## src/rtl/jtopl_lfo.sv

```systemverilog
// jtopl_lfo: vibrato phase counter and triangle tremolo generator, advanced once per sample.
module jtopl_lfo #(
  parameter int VIB_PW   = 10,
  parameter int AM_PW    = 6,
  parameter int AM_STEPS = 210
) (
  input  logic       clk,
  input  logic       rst_n,
  input  logic       cen,
  input  logic       zero,
  input  logic       lfo_rst,
  input  logic       am_dep,
  output logic [2:0] vib_cnt,
  output logic [4:0] trem,
  output logic       vib_step,
  output logic       am_step
);
  logic [VIB_PW-1:0] vib_pre;
  logic [AM_PW-1:0]  am_pre;
  logic [7:0]        am_ph, am_nx, lvl;
  logic              am_up, tick, vib_wrap, am_wrap;
  always_comb begin
    tick     = cen & zero & ~lfo_rst;
    vib_wrap = tick & (&vib_pre);
    am_wrap  = tick & (&am_pre);
    am_nx    = (am_ph == 8'(AM_STEPS - 1)) ? 8'd0 : am_ph + 8'd1;
    // am_up tracks the rising half, so the falling half mirrors around the peak
    lvl      = am_up ? am_ph : 8'(AM_STEPS - 1) - am_ph;
  end
  always_ff @(posedge clk or negedge rst_n)
    if (!rst_n) begin
      vib_pre  <= '0;
      am_pre   <= '0;
      vib_cnt  <= '0;
      am_ph    <= '0;
      am_up    <= 1'b1;
      trem     <= '0;
      vib_step <= 1'b0;
      am_step  <= 1'b0;
    end else begin
      vib_step <= vib_wrap;
      am_step  <= am_wrap;
      if (cen && lfo_rst) begin
        vib_pre <= '0;
        am_pre  <= '0;
        vib_cnt <= '0;
        am_ph   <= '0;
        am_up   <= 1'b1;
        trem    <= '0;
      end else if (cen) begin
        trem <= am_dep ? 5'(lvl >> 2) : 5'(lvl >> 4);
        if (zero) begin
          vib_pre <= vib_pre + 1'b1;
          am_pre  <= am_pre + 1'b1;
          if (vib_wrap) vib_cnt <= vib_cnt + 3'd1;
          if (am_wrap) begin
            am_ph <= am_nx;
            am_up <= am_nx < 8'(AM_STEPS / 2);
          end
        end
      end
    end
endmodule
```

## config.mk

```make
export PLATFORM = sky130hd
export DESIGN_NAME = jtopl_lfo
export DESIGN_NICKNAME = d
export VERILOG_FILES = /design/src/rtl/jtopl_lfo.sv
export SDC_FILE = /design/constraint.sdc
export NUM_CORES = 1
export LEC_CHECK = 0
export CAP_MARGIN = 20
export CORE_MARGIN = 3
export CORE_UTILIZATION = 54
export CTS_BUF_LIST = sky130_fd_sc_hd__clkbuf_8
export DETAILED_ROUTE_END_ITERATION = 10
export HOLD_SLACK_MARGIN = 0.08
export PLACE_DENSITY = 0.78
export SYNTH_ARGS = -nofsm -noshare
export SYNTH_HDL_FRONTEND = slang
export SYNTH_SLANG_ARGS = --single-unit
```

## constraint.sdc

```tcl
create_clock -name clk -period 1.83 [get_ports clk]
set_input_delay 0.366 -clock clk [delete_from_list [all_inputs] [get_ports clk]]
set_output_delay 0.366 -clock clk [all_outputs]
set_load 0.02 [all_outputs]
```

==> metrics.cfg <==
[synthesis]
synth_xor_area_frac=0.02964
synth-compound-area-share=0.2480
syn_area_per_cell_sq_um=8.953
ys_seq_area_frac=0.4241
synth_most_common_cell=dfrtp_1
yosys-top-cells-count=dfrtp_1, o21ai_0, nand2_1
syn-num-nets=243
ys_async_sr_fraction=1.000
synth_cell_types=51
yosysTopAreaCell=dfrtp_1
synth_seq_cells=35
synth_top_family_by_area=compound AO/OA/AOI/OAI gates
synthAdderAreaFrac=0.03630
synth-simple-area-share=0.1887
syn_area_sq_mm=0.002068
muxShareOfSynthArea=0.02057
syn_inst=231
ys.flop_type=dfrtp_1
yosys_warnings=0
synth_edf_count=0
synth_top_area_frac=0.4114
synthTopCellsByArea=dfrtp_1, o21ai_0, nand2_1, a21oi_1, ha_1

[final_layout]
instances_no_fill=309
n_antenna_cell=0
seq_area_sq_um=879.6
syn_to_final_growth_pct=19.96
drive_gt1_frac=0.1749
nNetsFinal=274
multiInputGateArea_sq_mm=0.001100
fillers=272

[setup_path]
cp_slowest_cell=dfrtp_2
cp.required_ns=2.05
worst_ep_arrival_time_ns=1.98
slowest_delay_ns=0.46
worstSetupStartpointType=register
critPathTopFamily=simple AND/OR/NAND/NOR gates
cp_num_buf_inv=0
path_class=reg -> reg
end_kind=register
path_max_fanout=7
cp_cell_sequence=ha_4 -> and3_1 -> or3_1 -> a311o_1 -> a41oi_2

[grt]
antenna_found_initial=0
grt_pass1_wl_mm=7.659
grt_pass1_vias=1697
grt_usage=0.2178
grt_overflow_total=0
grt_max_degree=36

[flow_run]
cap_viol_max_count=0

[cts]
cts_num_sinks=35
cts_buffer_depth=2
htreeDepth=2
cts_tree=yes
clock_latency_ns=0.29
cts.clk_slew.worst_paths_ns=0.08
cts_hold_buf=0
cts_buffers=5
clockRootBuffer=clkbuf_8

[power]
finalPower_mw=1.446
ir_worst_vdd_v=0.0005735
leakage_nw=1.055
powerDensity_mw_per_mm2=582.7

[run_status]
status=finished clean

[floorplanning]
die_area_sq_mm=0.004608
initial_utilization=0.5874
rows=21
die_w_um=67.89
io_pins=16
coreArea_sq_mm=0.003521
fp.dieH_um=67.89

[detailed_routing]
routedWlPerCell_um=14.62
drt_iter0_markers=135
drt-total-wl_mm=4.517
drc_errors=0
ant_nets=0
dr.pass1.iters=4
vias=1847
via_per_inst=5.977

[timing]
fin_crit_sh=0.9611
skew_ns=0.008516
hold_viol=0
rsz0062_at_grt=yes
worst_pin_slew_ns=0.4505
slew_viol_final=0
min_period_ns=1.759
maxSlewHeadroom=0.6997
fmax_ghz=0.5686
setup_viol=0

[placed_design]
portBuffers=15
dp_hpwl_mm=3.211
dp_cells=300
place.gp.congestion=0.8705

[min_path]
worst_hold_path_type=in -> async

-- worst paths after layout --
check                      depth (start not counted)                 start                   end  slack (ns)
max reg2reg                                        5  am_ph[1]$_DFFE_PN0P_     am_up$_DFFE_PN1P_        0.07
min in group clk                                   2   trem[3]$_DFFE_PN0P_   trem[3]$_DFFE_PN0P_        0.49
min reg2reg                                        2   trem[3]$_DFFE_PN0P_   trem[3]$_DFFE_PN0P_        0.49
min                                                2                 rst_n  am_ph[1]$_DFFE_PN0P_        0.49
max                                                5  am_ph[1]$_DFFE_PN0P_     am_up$_DFFE_PN1P_        0.07
max in group asynchronous                          2                 rst_n     am_up$_DFFE_PN1P_        1.00
-- flip-flops by register name, indices dropped and copies added (netlist names) --
| name | count |
|---|---|
| am_ph | 8 |
| vib_step | 1 |
| vib_cnt | 3 |
| am_step | 1 |
| am_pre | 6 |
| am_up | 1 |
| vib_pre | 10 |
| trem | 5 |
-- placed cells by master (no fill, tap or decap), types with 6 or more instances in the layout --
cell             instances
a21oi_1                 16
a31oi_1                  7
buf_4                   23
clkdlybuf4s50_1         15
dfrtp_1                 32
inv_1                   10
nand2_1                 24
nand2b_1                 6
nor2_1                  13
o21ai_0                 32
xnor2_1                  6
-- cells by family (layout without fill, tap and decap cells) --
kind of cell | after synthesis | after routing
xor gates and xnor gates | 7 | 7
and+or+nand+nor | 73 | 73
muxes | 4 | 4
DFF | 35 | 35
AOI/OAI and AO/OA | 82 | 82
buffers and inverters | 24 | 56
adders and majority gates | 6 | 6
-- final cells by class --
type                            instances  share of cell area
Timing Repair Buffer                   38              0.1301
Clock buffer                            5             0.02774
Inverter                               10             0.01513
Multi-Input combinational cell        172              0.4433
Clock inverter                          3            0.006051
Tap cell                               46             0.02320
Sequential cell                        35              0.3545
-- worst reg2reg max path, stage by stage, from the launching register on --
cell and delay (ns):
dfrtp_2 0.46, ha_4 0.19, and3_1 0.18, or3_1 0.34
a311o_1 0.34, a41oi_2 0.18
-- timing repair --
action                                  4_1_cts  5_1_grt
buffers inserted                              0        1
endpoints found under the setup margin        1        7
pin swaps                                     0        3
gates resized for setup                       1        5
-- layer usage --
metal / track usage / wire length [um] / share of wire
met3: 0.04433 / 183 / 0.041
met4: 0.06700 / 67 / 0.015
met2: 0.3414 / 2070 / 0.46
met5: 0 / 0 / 0
met1: 0.3037 / 2196 / 0.49
-- report_power, final --
group,switching [mW],internal [mW]
registers,0.0117,0.785
logic,0.0633,0.0460
clock network,0.280,0.260
-- through the flow --
| stage | hold WS (ns) | utilization | area [sq um] | setup slack [ns] | setup TNS, ns |
|---|---|---|---|---|---|
| finish | 0.4863 | 0.7047 | 2481 | 0.07116 | 0 |
| detailed placement | 0.4771 | 0.6738 | 2372 | -0.1359 | -0.9828 |
| global placement | 0.4699 | 0.6738 | 2372 | -0.1090 | -0.5766 |
| floorplan | 0.07041 | - | 2072 | 0.02023 | 0 |
| global route | 0.5296 | 0.7047 | 2481 | -0.005973 | -0.01001 |
| CTS | 0.4970 | 0.6979 | 2457 | 0.02887 | 0 |
(Power assumes the default switching activity.)
